`src/rtl/sp_adder_arbiter_if.sv`:
```
// Requester/adder-facing bus of sp_adder_arbiter.
// slave  : the arbiter side (drives grants, responses and the adder operands).
// master : the environment side (requesters plus the shared adder).
interface sp_adder_arbiter_if #(
    parameter int NUM_REQ = 4,
    parameter int WIDTH   = 8
);
    logic                       hold;
    logic [NUM_REQ-1:0]         req_valid;
    logic [NUM_REQ*WIDTH-1:0]   req_a;
    logic [NUM_REQ*WIDTH-1:0]   req_b;
    logic [NUM_REQ-1:0]         req_ready;
    logic [NUM_REQ-1:0]         resp_valid;
    logic [WIDTH-1:0]           resp_sum;
    logic                       busy;
    logic                       add_ce;
    logic [WIDTH-1:0]           add_a;
    logic [WIDTH-1:0]           add_b;
    logic [WIDTH-1:0]           add_s;

    modport slave (
        input  hold, req_valid, req_a, req_b, add_s,
        output req_ready, resp_valid, resp_sum, busy, add_ce, add_a, add_b
    );

    modport master (
        output hold, req_valid, req_a, req_b, add_s,
        input  req_ready, resp_valid, resp_sum, busy, add_ce, add_a, add_b
    );
endinterface

```
`src/rtl/sp_adder_arbiter.sv`:
```
// sp_adder_arbiter: shares one pipelined adder between NUM_REQ requesters.
// One grant per non-hold cycle; the granted operands are registered into the
// adder and a {valid,id} tag follows them down a shadow pipeline of depth
// LATENCY+1 so the sum can be routed back to its requester.
// Build option: define SP_ADDER_ARB_RR_EN for round-robin arbitration;
// otherwise fixed priority (lowest index wins) with no pointer state.
module sp_adder_arbiter #(
    parameter int NUM_REQ = 4,
    parameter int WIDTH   = 8,
    parameter int LATENCY = 1
) (
    input  logic                 i_clk,
    input  logic                 i_rst_n,
    sp_adder_arbiter_if.slave    bus
);
    localparam int ID_W = $clog2(NUM_REQ);

    typedef struct packed {
        logic            vld;
        logic [ID_W-1:0] id;
    } tag_t;

    // Requester lanes: lane i sits at bits [i*WIDTH +: WIDTH], which is
    // exactly the packed-array layout.
    logic [NUM_REQ-1:0][WIDTH-1:0] w_a_lane;
    logic [NUM_REQ-1:0][WIDTH-1:0] w_b_lane;
    assign w_a_lane = bus.req_a;
    assign w_b_lane = bus.req_b;

    logic                  w_open;
    logic                  w_lo_vld;
    logic [ID_W-1:0]       w_lo_id;
    logic                  w_found;
    logic [ID_W-1:0]       w_pick;
    logic                  w_accept;
    logic [NUM_REQ-1:0]    w_gnt;
    logic [NUM_REQ-1:0]    w_resp;
    logic                  w_busy;
    tag_t                  w_tail;

    logic [WIDTH-1:0]      r_add_a;
    logic [WIDTH-1:0]      r_add_b;
    tag_t [LATENCY:0]      r_tag;

    // Nothing is granted or returned while in reset or stalled.
    assign w_open = i_rst_n & ~bus.hold;

`ifdef SP_ADDER_ARB_RR_EN
    logic                  w_hi_vld;
    logic [ID_W-1:0]       w_hi_id;
    logic [ID_W-1:0]       r_ptr;

    // Lowest valid index above the pointer (hi) and at/below it (lo);
    // descending scan so the last hit is the lowest index in each half.
    always_comb begin
        w_lo_vld = 1'b0;
        w_lo_id  = '0;
        w_hi_vld = 1'b0;
        w_hi_id  = '0;
        for (int i = NUM_REQ - 1; i >= 0; i--) begin
            if (bus.req_valid[i]) begin
                if (i > int'(r_ptr)) begin
                    w_hi_vld = 1'b1;
                    w_hi_id  = ID_W'(i);
                end else begin
                    w_lo_vld = 1'b1;
                    w_lo_id  = ID_W'(i);
                end
            end
        end
    end

    // Scanning from pointer+1 with wrap: the upper half goes first.
    assign w_pick  = w_hi_vld ? w_hi_id : w_lo_id;
    assign w_found = w_hi_vld | w_lo_vld;

    // Pointer remembers the last winner; reset makes requester 0 first.
    always_ff @(posedge i_clk) begin
        if (!i_rst_n) begin
            r_ptr <= ID_W'(NUM_REQ - 1);
        end else if (w_accept) begin
            r_ptr <= w_pick;
        end
    end
`else
    // Fixed priority: lowest valid index wins, no history.
    always_comb begin
        w_lo_vld = 1'b0;
        w_lo_id  = '0;
        for (int i = NUM_REQ - 1; i >= 0; i--) begin
            if (bus.req_valid[i]) begin
                w_lo_vld = 1'b1;
                w_lo_id  = ID_W'(i);
            end
        end
    end

    assign w_pick  = w_lo_id;
    assign w_found = w_lo_vld;
`endif

    assign w_accept = w_open & w_found;

    // One-hot grant decoded from the winner; independent of operand values.
    always_comb begin
        w_gnt = '0;
        for (int i = 0; i < NUM_REQ; i++) begin
            w_gnt[i] = w_accept & (w_pick == ID_W'(i));
        end
    end

    // Operand register feeding the adder; holds its value between accepts.
    always_ff @(posedge i_clk) begin
        if (!i_rst_n) begin
            r_add_a <= '0;
            r_add_b <= '0;
        end else if (w_accept) begin
            r_add_a <= w_a_lane[w_pick];
            r_add_b <= w_b_lane[w_pick];
        end
    end

    // Tag shadow pipeline: advances in lock-step with the adder clock-enable.
    always_ff @(posedge i_clk) begin
        if (!i_rst_n) begin
            r_tag <= '0;
        end else if (!bus.hold) begin
            r_tag[0].vld <= w_accept;
            r_tag[0].id  <= w_pick;
            for (int s = 1; s <= LATENCY; s++) begin
                r_tag[s] <= r_tag[s-1];
            end
        end
    end

    assign w_tail = r_tag[LATENCY];

    // Route the tail sum back; masking with hold means a stalled tail is
    // shown once, in the first unheld cycle, just before it shifts out.
    always_comb begin
        w_resp = '0;
        for (int i = 0; i < NUM_REQ; i++) begin
            w_resp[i] = w_tail.vld & w_open & (w_tail.id == ID_W'(i));
        end
    end

    // Busy while any stage carries a live tag.
    always_comb begin
        w_busy = 1'b0;
        for (int s = 0; s <= LATENCY; s++) begin
            w_busy = w_busy | r_tag[s].vld;
        end
    end

    assign bus.req_ready  = w_gnt;
    assign bus.resp_valid = w_resp;
    assign bus.resp_sum   = bus.add_s;
    assign bus.busy       = w_busy;
    assign bus.add_ce     = w_open;
    assign bus.add_a      = r_add_a;
    assign bus.add_b      = r_add_b;
endmodule

```
`src/flat_wrapper.sv`:
```
// flat-port wrapper written by rule: the top's interface ports become plain ports
module sp_adder_arbiter_flat 
#(
    parameter int NUM_REQ = 4,
    parameter int WIDTH   = 8,
    parameter int LATENCY = 1
)
  (i_clk, i_rst_n, bus_hold, bus_req_valid, bus_req_a, bus_req_b, bus_add_s, bus_req_ready, bus_resp_valid, bus_resp_sum, bus_busy, bus_add_ce, bus_add_a, bus_add_b);
  sp_adder_arbiter_if #(.NUM_REQ(NUM_REQ), .WIDTH(WIDTH)) bus_i ();
  input  logic i_clk;
  input  logic i_rst_n;
  input wire logic [$bits(bus_i.hold)-1:0] bus_hold;
  input wire logic [$bits(bus_i.req_valid)-1:0] bus_req_valid;
  input wire logic [$bits(bus_i.req_a)-1:0] bus_req_a;
  input wire logic [$bits(bus_i.req_b)-1:0] bus_req_b;
  input wire logic [$bits(bus_i.add_s)-1:0] bus_add_s;
  output wire logic [$bits(bus_i.req_ready)-1:0] bus_req_ready;
  output wire logic [$bits(bus_i.resp_valid)-1:0] bus_resp_valid;
  output wire logic [$bits(bus_i.resp_sum)-1:0] bus_resp_sum;
  output wire logic [$bits(bus_i.busy)-1:0] bus_busy;
  output wire logic [$bits(bus_i.add_ce)-1:0] bus_add_ce;
  output wire logic [$bits(bus_i.add_a)-1:0] bus_add_a;
  output wire logic [$bits(bus_i.add_b)-1:0] bus_add_b;
  assign bus_i.hold = bus_hold;
  assign bus_i.req_valid = bus_req_valid;
  assign bus_i.req_a = bus_req_a;
  assign bus_i.req_b = bus_req_b;
  assign bus_i.add_s = bus_add_s;
  assign bus_req_ready = bus_i.req_ready;
  assign bus_resp_valid = bus_i.resp_valid;
  assign bus_resp_sum = bus_i.resp_sum;
  assign bus_busy = bus_i.busy;
  assign bus_add_ce = bus_i.add_ce;
  assign bus_add_a = bus_i.add_a;
  assign bus_add_b = bus_i.add_b;
  sp_adder_arbiter #(.NUM_REQ(NUM_REQ), .WIDTH(WIDTH), .LATENCY(LATENCY)) u_core (.i_clk(i_clk), .i_rst_n(i_rst_n), .bus(bus_i));
endmodule
```
`config.mk`:
```
export PLATFORM = sky130hd
export DESIGN_NAME = sp_adder_arbiter_flat
export DESIGN_NICKNAME = d
export VERILOG_FILES = /design/src/rtl/sp_adder_arbiter_if.sv /design/src/rtl/sp_adder_arbiter.sv /design/src/flat_wrapper.sv
export SDC_FILE = /design/constraint.sdc
export NUM_CORES = 1
export LEC_CHECK = 0
export BUFFER_PORTS_ARGS = -buffer_cell sky130_fd_sc_hd__buf_2
export CAP_MARGIN = 10
export CORE_MARGIN = 3
export CORE_UTILIZATION = 40
export CTS_CLUSTER_DIAMETER = 120
export DETAILED_ROUTE_END_ITERATION = 8
export GPL_ROUTABILITY_DRIVEN = 0
export GPL_TIMING_DRIVEN = 0
export PLACE_DENSITY_LB_ADDON = 0.08
export REMOVE_ABC_BUFFERS = 1
export SLEW_MARGIN = 20
export SYNTH_ARGS = -nofsm -noshare
export SYNTH_HDL_FRONTEND = slang
export SYNTH_SLANG_ARGS = --single-unit
```
`constraint.sdc`:
```
create_clock -name i_clk -period 4 [get_ports i_clk]
set_input_delay 0.2 -clock i_clk [delete_from_list [all_inputs] [get_ports i_clk]]
set_output_delay 0.2 -clock i_clk [all_outputs]
set_load 0.005 [all_outputs]
```
## Word level (Yosys, flattened, before mapping)

Cells that the tools add are included.

- Flip-flop bits (word level): 22
- Input bits: 79
- Output and inout port bits: 34
- Logic and storage cells: 40

- Equality and inequality tests: 6
- Magnitude comparators: 1
- Reductions and logical operators: 2
- Bitwise gates (word level): 13
- Muxes and demuxes: 12

Operator list:

| cell | count |
|---|---|
| binary-select mux 8 bit (select 2 bit) | 2 |
| 2-to-1 mux 8 bit | 2 |
| bitwise AND 1 bit | 11 |
| == test 2 bit, second input constant | 4 |
| 2-to-1 mux 2 bit | 4 |
| == test 2 x 1 -> 1 bit, second input constant | 2 |
| zero test 2 bit | 2 |
| 2-to-1 mux 1 bit | 4 |
| less-than comparator 2 x 3 -> 1 bit, second input constant | 1 |
| NOT 1 bit | 1 |
| bitwise OR 1 bit | 1 |

## Longest topological paths before layout

Gate-level depths: netlist (run 1).

- Word-level depth: 6
- Gate-level depth with buffers: 6
- Depth with buffers taken out: 3

## Least setup slack after synthesis (run 1)

Ideal clock, no wire load.

- Path type: input to output
- From: input i_rst_n
- To: output bus_resp_valid[0]
- Stages: 5
- Required time: 3.800 ns
- Arrival time: 1.270 ns
- Buffers on the path: 2
- Slack: 2.530 ns
- Cells stage by stage: clkbuf_1 nor2b_1 clkbuf_1 nand2_1 nor3_1

- Word-level cells in the longest chain between the ends: 3

Ends and longest elaborated chain:

| item | RTL line | text |
|---|---|---|
| from (decl) | flat_wrapper.sv:11 | `input logic i_rst_n;` |
| bitwise AND 1 bit | sp_adder_arbiter.sv:46 | `assign w_open = i_rst_n & ~bus.hold;` |
| via bus_add_ce | flat_wrapper.sv:21 | `output wire logic [$bits(bus_i.add_ce)-1:0] bus_add_ce;` |
| bitwise AND 1 bit (2 in a row) | sp_adder_arbiter.sv:143 | `w_resp[i] = w_tail.vld & w_open & (w_tail.id == ID_W'(i));` |
| to (decl) | flat_wrapper.sv:18 | `output wire logic [$bits(bus_i.resp_valid)-1:0] bus_resp_valid;` |

The timed path passes the listed nets, and every way through them passes these cells.

## Worst setup path in the final report (run 1)

- From: input bus_req_valid[0]
- To: output bus_req_ready[3]

- Word-level cells in the longest chain between the ends: 3

Ends and longest elaborated chain:

| item | RTL line | text |
|---|---|---|
| from (decl) | flat_wrapper.sv:13 | `input wire logic [$bits(bus_i.req_valid)-1:0] bus_req_valid;` |
| 2-to-1 mux 2 bit / 2-to-1 mux 1 bit (equally long branches) | sp_adder_arbiter.sv:91 | `if (bus.req_valid[i]) begin` |
| == test 2 bit / bitwise AND 1 bit (equally long branches) | sp_adder_arbiter.sv:108, sp_adder_arbiter.sv:102 |  |
| bitwise AND 1 bit * | sp_adder_arbiter.sv:108 | `w_gnt[i] = w_accept & (w_pick == ID_W'(i));` |
| to (decl) | flat_wrapper.sv:17 | `output wire logic [$bits(bus_i.req_ready)-1:0] bus_req_ready;` |

Mark *: on every way between the ends. The rest lies on a longest branch, timed or not.

==> results list, run 1 <==
- The repair_antennas step left the layout with diodes totalling 0.
- Counting stages on the worst path, the most repeated cell is buf_2.
- Final hold analysis gives a worst-case slack of 205 ps.
- The number of global-route vias before repair came to 1615.
- Entering global routing, the biggest net connects 25 pins.
* Startpoint kind of the worst setup timing path: input port
- Overflow left after global routing: 0
* Number of DRC markers in iteration 0: 180
- In this run the worst hold path is classified as input port to flop.
* Sequential element share of the synthesized area: 30.5%
* Number of antenna violations at the first check in global routing: 0
* Peak clock frequency supported by timing: 503 MHz
* Chip Width: 66.1 um
* Initial cell density of the core: 42.3%
* DRC: 0
- Largest buffer count on any clock path: 2
- Of the available clock period, the critical path in the final layout requires 49.7%.
- LEAKAGE: 0.846 nW
- Pwr/cell area: 274 nW/um^2
- Share of synthesized registers carrying an async set or reset: 0%
* Mean post-synth cell area: 8.49 um^2
* Post-Route Utilization: 55.4%
- In this run, synthesis inferred 0 flip-flops with an integrated enable.
- Cell Chain, Critical Path: buf_2, or4_1, and3_1, buf_2
- Buffers inserted during clock tree synthesis total 3.
- Hold Buf Count CTS: 0
- Global routing used 20.9% of the available tracks.
- The tool flagged a number of max-cap violations equal to 0.
* Power consumption: 0.518 mW
- OpenSTA, run right after detailed placement, puts the worst setup slack at 1910 ps.
- Post-placement cell area: 1860 um^2
- The number of pins with negative max-slew slack in the final report is 0.
- Final net count: 321
- DRT Wirelength: 4.80 mm
* Wire length of the first global-routing pass: 7.34 mm
* Run status: complete, no violations
- STA puts the critical path data arrival time at 1790 ps.
- Critical path start-end classification: input port to output port
- The largest single stage delay on the critical path is 900 ps.
- Of all nets on the critical path, the largest fanout is 24.
- Die H: 66.1 um
- Subtracting the final worst setup slack from the clock period gives 1990 ps.
* CTS H-tree lvls: 1
* CTS tree: built
- The most used flip-flop cell after synthesis is dfxtp_1.
* RSZ-0062 raised after global routing: false
- The startpoint identified for the worst hold timing path is bus_req_a[12].
- With fillers left out, the area of the finished cells amounts to 1890 um^2.
* Detail Route Antenna Nets: 0
- The synthesized design contains 22 register bits.
- Detailed Place HPWL: 3.33 mm
- Register-to-Register Path Depth: 2
- Hold violation count in the final report: 0
- CTS sink cnt: 22
* Worst-case hold path end point: u_core.bus.add_a[4]
- The routed layout has 1742 vias.
* Count of port buffers added during placement: 96
* Worst R2R Start: u_core.bus.add_a[3]
- Detailed-route vias per instance: 6.07
- Between clock sinks in the finished design, the worst skew comes to 0.447 ps.
- Crit path max-delay cell type: or4_1
* Count of cell types in the netlist: 28
* Kind of capture point of the worst setup path: output port
- The area growth from synthesis to layout is 31.1%.
- Total setup buffers inserted after CTS: 0
* Synth Cell Area: 1440 um^2
* VDD IR-drop max: 0.122 mV
* Per-cell routed wire length: 16.7 um
- The die covers 4370 um^2.
* Data required time at the worst endpoint: 3800 ps
- Worst setup slack after layout: 2010 ps
* DP Cell Count: 283
* Worst max-slew margin expressed relative to the limit: 50.0%
- I/O pin total: 113
- At the pin with the least slew margin, the transition time is 747 ps.
- Clock-pin slew on the worst setup and hold paths: 120 ps
- Core Rows: 21
- After routing, the total negative slack on setup checks comes to 0 ps.
- The cell count after synthesis came out at 170.
* Clock insertion delay at the later pin of the skew report: 300 ps
* Share of final-layout standard cells stronger than drive strength 1: 44.8%
- Slack of the worst reg-to-reg path: 3270 ps
* Layout filler cell count: 352
- Pre-antenna DRT Iters: 4
* Root buffer selected by CTS: clkbuf_4
- Final standard cell count with taps included and fillers excluded: 287
- The worst hold path passes through 3 cells.
- Area inside the core boundary: 3420 um^2
- Reg2Reg Capture Point: u_core.bus.add_a[3]
- Post-cts gate resize count: 0
- Total of warnings raised by yosys: 0
- Setup violations remaining at the end of the flow were counted as 0.
==> synth_stat cells (2+ instances only) <==
master	count	area, um^2
nor4b_1	16	140
a222oi_1	16	160
buf_4	8	60.1
a31oi_1	30	188
nor2_1	8	30.0
mux2i_1	3	30.0
nor3_1	2	10.0
a22oi_1	14	105
nand2_1	3	11.3
and2_1	2	12.5
buf_2	3	15.0
a21oi_1	4	20.0
buf_6	2	22.5
dfxtp_1	22	440
inv_1	3	11.3
a311oi_1	2	17.5
clkbuf_1	17	63.8
and3_1	2	12.5
or4_1	2	15.0
nor2b_1	3	18.8
==> cell type report <==
cell class,instances,area (um^2),share of cell area (%)
Clock buffer,4,36.3,1.92
Inverter,3,11.3,0.595
Multi-Input combinational cell,114,841,44.4
Sequential cell,22,440,23.3
Tap cell,46,57.6,3.04
Timing Repair Buffer,98,507,26.8
==> worst max-delay path, delay by kind of cell <==
| family | cells | cell delay, ps |
|---|---|---|
| simple gates | 2 | 1200 |
| buf+inv | 2 | 370 |
==> metal layers <==
layer | vias to the layer above | track usage, % | part of all wire [%]
li1 | 830 | - | -
met1 | 816 | 25.9 | 41
met2 | 94 | 35.7 | 48
met3 | 2 | 5.78 | 10
met4 | 0 | 4.57 | 0.52
met5 | - | 0 | 0
==> how the worst max path moves through the flow <==
| stage | start | end | slack (ps) | cells after the start |
|---|---|---|---|---|
| 6_report | bus_req_valid[0] | bus_req_ready[3] | 2010 | 4 |
| 5_1_grt | bus_req_valid[0] | bus_req_ready[3] | 1940 | 4 |
| 4_1_cts | bus_req_valid[0] | bus_req_ready[3] | 2010 | 4 |
| 3_5_place_dp | bus_req_valid[0] | u_core.r_tag[2] | 1910 | 4 |
| 3_3_place_gp | i_rst_n | u_core.bus.add_b[6] | 1460 | 4 |
| 2_1_floorplan | i_rst_n | u_core.bus.add_a[3] | 2380 | 3 |
==> power breakdown <==
group / switching (mW) / internal [mW] / leakage, nW / total, mW
sequential: 0.00947 / 0.238 / 0.183 / 0.248
combinational: 0.0737 / 0.0728 / 0.642 / 0.147
clock: 0.0683 / 0.0555 / 0.0210 / 0.124
total: 0.152 / 0.367 / 0.846 / 0.518
==> layout by cell type (no fill, tap or decap), drive strengths merged <==
cell type	netlist	layout
o21ai	1	1
a31o	1	1
a311oi	2	2
nor2	8	8
nor3	2	2
a22oi	14	14
a222oi	16	16
and2b	1	1
and2	3	3
a21oi	4	4
inv	3	3
a31oi	30	30
mux2i	3	3
or2	1	1
and3	2	2
clkbuf	17	4
nand2	3	3
dfxtp	22	22
nand3	1	1
or4	2	2
buf	14	98
nor4b	17	17
nor2b	3	3
==> flip-flops by register name (all words and copies together) (netlist names) <==
| name | flops |
|---|---|
| u_core.r_tag | 6 |
| u_core.bus.add_a | 8 |
| u_core.bus.add_b | 8 |
==> logic make-up (layout without fill, tap and decap cells) <==
logic type             count (synthesis)  after routing  synth area share, %
AOI/OAI and AO/OA                     68             68                 34.9
buffers and inverters                 34            105                 12.2
DFF                                   22             22                 30.5
muxes                                  3              3                 2.08
and+or+nand+nor                       43             43                 20.3
Power figures use the tool's default switching activity.
==> run 2: changes to the inputs <==
CORE_UTILIZATION = 39   (was 40)
clock period = 1.89 ns   (was 4 ns; I/O delays follow)
==> run 2 against run 1 <==
Compared with the run above: total power rose by 120%; core utilization shrank 0.28 points; sequential share of layout area fell by 0.061 points; highest routed layer unchanged.
==> results list, run 2 (synthesis results as in run 1) <==
* CTS sink cnt: 22
- The number of global-route vias before repair was 1641.
- Family with the most delay on the worst path: simple AND/OR/NAND/NOR gates
- Kind of capture point of the worst setup path: output port
- For this run, the slowest stage of the critical path takes 920 ps.
- DRT Wirelength: 4.84 mm
* Crit path max-delay cell type: or4_1
- The worst path needs 1800 ps of the cycle, external delays included.
* LEAKAGE: 0.847 nW
* Pre-antenna DRT Iters: 5
- Global routing consumed, over all layers together, 21.8% of the routing resources.
- Detailed-route vias per instance: 6.10
- Class of the tightest hold or removal check: input port to flop
- Dividing the final minimum period by the clock period gives 95.0%.
* CTS H-tree lvls: 1
- Once the clock tree was built, the setup fixing pass inserted 0 buffers.
- RSZ-0062 raised after global routing: false
- In this run the most used layer during global routing was met2.
- No sink is reached through more buffers than the 2 on the longest clock path.
- Worst R2R Start: u_core.bus.add_b[6]
- Area enclosed by the die boundary: 4470 um^2
- The die is 66.8 um tall.
- Count of port buffers added during placement: 96
- Area inside the core boundary: 3440 um^2
- Dividing total power by cell area gives a power density of 592 nW/um^2.
- Run status: complete, no violations
- GRT met3 Usage: 5.23%
* Chip Width: 66.8 um
- Data required time at the worst endpoint: 1800 ps
- The count of endpoints failing hold in the final timing report is 0.
* Critical path buffers and inverters: 2
- VDD IR-drop max: 0.265 mV
- The worst setup path is of the input port to output port kind.
- The tightest hold path in the finished design has a slack of 149 ps.
* Overall via count from detail_route: 1746
* Register-to-Register Path Depth: 2
* Worst max-slew margin expressed relative to the limit: 49.2%
- After layout, the design draws a total of 1.12 mW.
- Measured on the finished design, the core utilization comes to 55.1%.
* Final net count: 321
* Startpoint kind of the worst setup timing path: input port
- The repair_antennas step left the layout with diodes totalling 0.
- The tool flagged a number of max-cap violations equal to 0.
- Setup violations remaining at the end of the flow were counted as 0.
- Post-placement cell area: 1860 um^2
- Worst-margin pin slew: 758 ps
* Number of DRC markers in iteration 0: 119
- Layout filler cell count: 338
* DRC: 0
* Post-cts gate resize count: 0
* Highest net fanout along the worst path: 24
* Cell Chain, Critical Path: buf_2, or4_1, and3_1, buf_2
- Core Rows: 21
* Overflow left after global routing: 0
* Detailed Place HPWL: 3.33 mm
- Per-cell routed wire length: 16.9 um
* Pin count of the biggest net entering global routing: 25
- Clock-pin slew on the worst setup and hold paths: 80 ps
- The finished cells cover 1900 um^2.
* Initial cell density of the core: 41.9%
* Critical path destination: bus_req_ready[3]
- Between clock sinks in the finished design, the worst skew comes to 0.243 ps.
- The clock reaches the later pin of the worst-skew pair after 260 ps.
- Dominant cell type by count on the critical path: buf_2
- Compared with the post-synthesis result, the final layout area differs by 31.5%.
* Launching element of the worst setup path: bus_req_valid[0]
- In this run the critical register-to-register path is captured at u_core.bus.add_b[6].
- Number of antenna violations at the first check in global routing: 0
* CTS tree: built
- For flop-to-flop paths, the worst setup slack is 1180 ps.
* Commonest non-fill, non-tap cell in the layout: buf_2
- Number of CTS-inserted buffers: 3
- Detail Route Antenna Nets: 0
* Peak clock frequency supported by timing: 557 MHz
- The critical path crosses 4 cells after its start point.
* Data arrival time of the worst path: 1700 ps
- For this design the top-level I/O count stands at 113.
- Clock tree synthesis selected as its root buffer the cell clkbuf_8.
- Hold Buf Count CTS: 0
- GR Util met1: 27.2%
* Leading cell types in the layout, fill and taps excluded: 96 x buf_2, 30 x a31oi_1, 22 x dfxtp_1
- Of the cells placed in the final design, the portion with a size suffix greater than 1 is 44.6%.
- Met2 track demand over resource in global routing: 37.4%
- The first global-routing pass estimated 7.69 mm of wire.
- The number of pins with negative max-slew slack in the final report was 0.
[run 2: cell types whose count changed in the layout (fill, tap and decap cells not counted), sizes merged]
cell / delta
clkbuf: -1
[run 2: worst min path at each step]
stage | start | endpoint | slack, ps | cells after the start
final | bus_req_a[12] | u_core.bus.add_a[4] | 150 | 3
after global routing | bus_req_a[12] | u_core.bus.add_a[4] | 170 | 3
after CTS | bus_req_a[12] | u_core.bus.add_a[4] | 150 | 3
after detailed placement | bus_add_s[0] | bus_resp_sum[0] | 190 | 0
after global placement | bus_add_s[0] | bus_resp_sum[0] | 190 | 0
after floorplan | bus_add_s[0] | bus_resp_sum[0] | 190 | 0
[run 2: layer usage]
metal	routed length, um	share of wire, %	up-vias
met5	0	0	-
met4	34	0.70	0
met3	555	11	4
met2	2220	46	104
met1	2020	42	799
li1	-	-	839
[run 2: final cells by class]
type                            instances  area, um^2  share of cell area, %
Sequential cell                        22         440                   23.2
Inverter                                3        11.3                  0.593
Timing Repair Buffer                   98         507                   26.7
Tap cell                               46        57.6                   3.03
Multi-Input combinational cell        114         841                   44.3
Clock buffer                            3        41.3                   2.18
[run 2: per-stage QoR]
step                      setup TNS, ps  setup WS, ps  std cells
after global routing                  0          33.3        286
after CTS                             0           117        286
after detailed placement           -214         -87.8        283
after floorplan                       0           376        139
after global placement           -12220          -569        281
final                                 0          94.2        286
[run 2: report_power, final]
group	leakage (nW)	internal (mW)	switching (mW)
combinational	0.642	0.154	0.158
sequential	0.183	0.504	0.0190
clock	0.0216	0.142	0.146
total	0.847	0.800	0.323
[run 2: worst reg2reg max path, stage by stage (launching register included)]
cell	delay, ps
dfxtp_1	340
a21oi_1	50
a311oi_1	240
==> run 3: changes to the inputs <==
CAP_MARGIN = 25   (was 10)
CORE_MARGIN = 5   (was 3)
==> run 3 against run 2 <==
Compared with the run above: first-iteration DRC count increased by 87%; register-to-register slack got worse by 30 ps; routed wire length increased by 5.5%; setup slack improved by 2.4 ps; worst hold slack got worse by 4.4 ps; sequential cell count unchanged; die area increased by 12%; count of clock-buffer cells in the layout increased by 1; core utilization decreased by 2.5 points; fmax increased by 0.14%; critical endpoint unchanged.
==> results list, run 3 (synthesis results as in run 1) <==
- DRT Wirelength: 5.10 mm
* CTS H-tree lvls: 1
- Leading cell types in the layout, fill and taps excluded: 96 x buf_2, 30 x a31oi_1, 22 x dfxtp_1
- Highest net fanout along the worst path: 24
- Pwr/cell area: 616 nW/um^2
- The post-route netlist has 44.8% of its cells at a drive strength greater than 1.
- Worst-margin pin slew: 804 ps
- DP Cell Count: 285
- The finished layout holds 289 standard cells, fillers aside.
- Detailed-route vias per instance: 6.07
- Pint: 0.844 mW
- Layout filler cell count: 400
- Data required time at the worst endpoint: 1800 ps
* Post-cts gate resize count: 0
* Worst-case clock skew: 0.413 ps
- The worst pin sits at a relative slew slack of 46.2%.
- Clock insertion delay at the later pin of the skew report: 260 ps
- In this run, the number of DRC markers left after iteration 0 of detailed routing was 222.
- Post-placement cell area: 1860 um^2
- Measured on the finished design, the core utilization comes to 52.7%.
* Hold violation count in the final report: 0
- Of the available clock period, the critical path in the final layout requires 94.9%.
- Dividing the detail-routed wire length by the instance count gives 17.7 um.
* Detailed Place HPWL: 3.48 mm
- The core region is 3630 um^2.
* Cell Chain, Critical Path: buf_2, or4_1, and3_1, buf_2
- VDD IR-drop max: 0.321 mV
- Sequential cells burn 44.5% of the power.
- Buffers inserted during clock tree synthesis total 3.
- Before CTS, the worst setup slack after placement is -118 ps.
- Setup slack on the critical path of the routed design comes to 96.6 ps.
- Across the run, the number of max-cap violations was 0.
- For this run, the top clock speed supported by timing is 558 MHz.
- Final number of setup-violating endpoints: 0
- After clock tree synthesis, the clock-pin slew on the worst setup and hold paths is 90 ps.
* Commonest non-fill, non-tap cell in the layout: buf_2
* Family with the most delay on the worst path: simple AND/OR/NAND/NOR gates
- Pre-antenna DRT Iters: 6
- The clock drives 22 sinks.
- CTS tree: built
- In the global route stage, overall resource usage came out at 19.9%.
- Chip Width: 70.8 um
- Number of antenna violations at the first check in global routing: 0
* Die H: 70.8 um
- Number of pins with negative max-slew slack in the final report: 0
- Run status: complete, no violations
- Post-route cell area: 1910 um^2
- RSZ-0062 raised after global routing: false
- Port buffering added 96 buffers.
- Vias in the first global route: 1779
- The final route contains 1755 vias.
- 0 antenna diodes ended up in the layout.
- 113 I/O pins were placed.
- STA puts the critical path data arrival time at 1700 ps.
- Pin count of the biggest net entering global routing: 25
* Final worst path period need: 1790 ps
- The floorplan has 22 rows.
- For this run the aggregate overflow at the end of global routing stands at 0.
* Class of the tightest hold or removal check: input port to flop
- Startpoint kind of the worst setup timing path: input port
- Power consumption: 1.18 mW
* Switching Share: 28.5%
- Total setup buffers inserted after CTS: 0
* Initial cell density of the core: 39.7%
* Wire length of the first global-routing pass: 8.35 mm
- Together, buffers and inverters on the worst path number 2.
* Kind of capture point of the worst setup path: output port
- Share of total power in combinational logic: 26.4%
* Dominant cell type by count on the critical path: buf_2
- The detail route stage leaves a number of antenna-violating nets equal to 0.
- Adding up every negative setup slack in the final design gives 0 ps.
* Crit path max-delay cell type: or4_1
- Root buffer selected by CTS: clkbuf_8
- In this run the power spent charging and discharging nets is 0.336 mW.
- The clock passes through at most 2 buffers.
* DRC: 0
* Final net count: 321
- CP peak stage delay: 910 ps
* Hold Buf Count CTS: 0
* Area enclosed by the die boundary: 5020 um^2
* Final-layout worst hold slack: 144 ps
- The area growth from synthesis to layout is 32.6%.
- Clk pwr share: 29.0%
- The setup path with the least slack is of type input port to output port.
* LEAKAGE: 0.854 nW
==> run 3: cell count changes in the layout (fill, tap and decap cells not counted), sizes merged <==
| cell | previous run | this run |
|---|---|---|
| clkbuf | 3 | 4 |
==> run 3: area by class of cell <==
class	count	area (um^2)	area share [%]
Tap cell	48	60.1	3.14
Multi-Input combinational cell	114	841	43.9
Clock buffer	4	55.1	2.88
Sequential cell	22	440	23.0
Inverter	3	11.3	0.588
Timing Repair Buffer	98	507	26.5
==> run 3: worst register-to-register path, delay by kind of cell (launching register included) <==
kind           cells  cell delay (ps)
AO/OA/AOI/OAI      2              300
flip-flops         1              350
==> run 3: routing by layer <==
metal  up-vias  track usage [%]  share of wire [%]  wire length, um
met5         -                0                  0                0
met4         0             4.18               0.33               17
met3         2             5.11                 10              519
met2       104             33.8                 50             2530
met1       815             25.5                 40             2030
li1        834                -                  -                -
==> run 3: path summary, 6_finish.rpt <==
check / startpoint / endpoint / slack, ps / depth (start not counted)
worst max-delay path: bus_req_valid[0] / bus_req_ready[3] / 100 / 4
worst min-delay path: bus_req_b[8] / u_core.bus.add_b[0] / 140 / 3
worst max register to register: u_core.bus.add_a[3] / u_core.bus.add_a[3] / 1150 / 2
worst min register to register: u_core.r_tag[1] / u_core.r_tag[1] / 460 / 2
==> run 3: power by group through the flow <==
stage,clock [mW],combinational [mW],sequential [mW]
2_1_floorplan,0,0.124,0.538
3_3_place_gp,0,0.307,0.533
3_5_place_dp,0,0.313,0.535
4_1_cts,0.348,0.313,0.525
5_1_grt,0.367,0.345,0.529
6_report,0.342,0.312,0.525
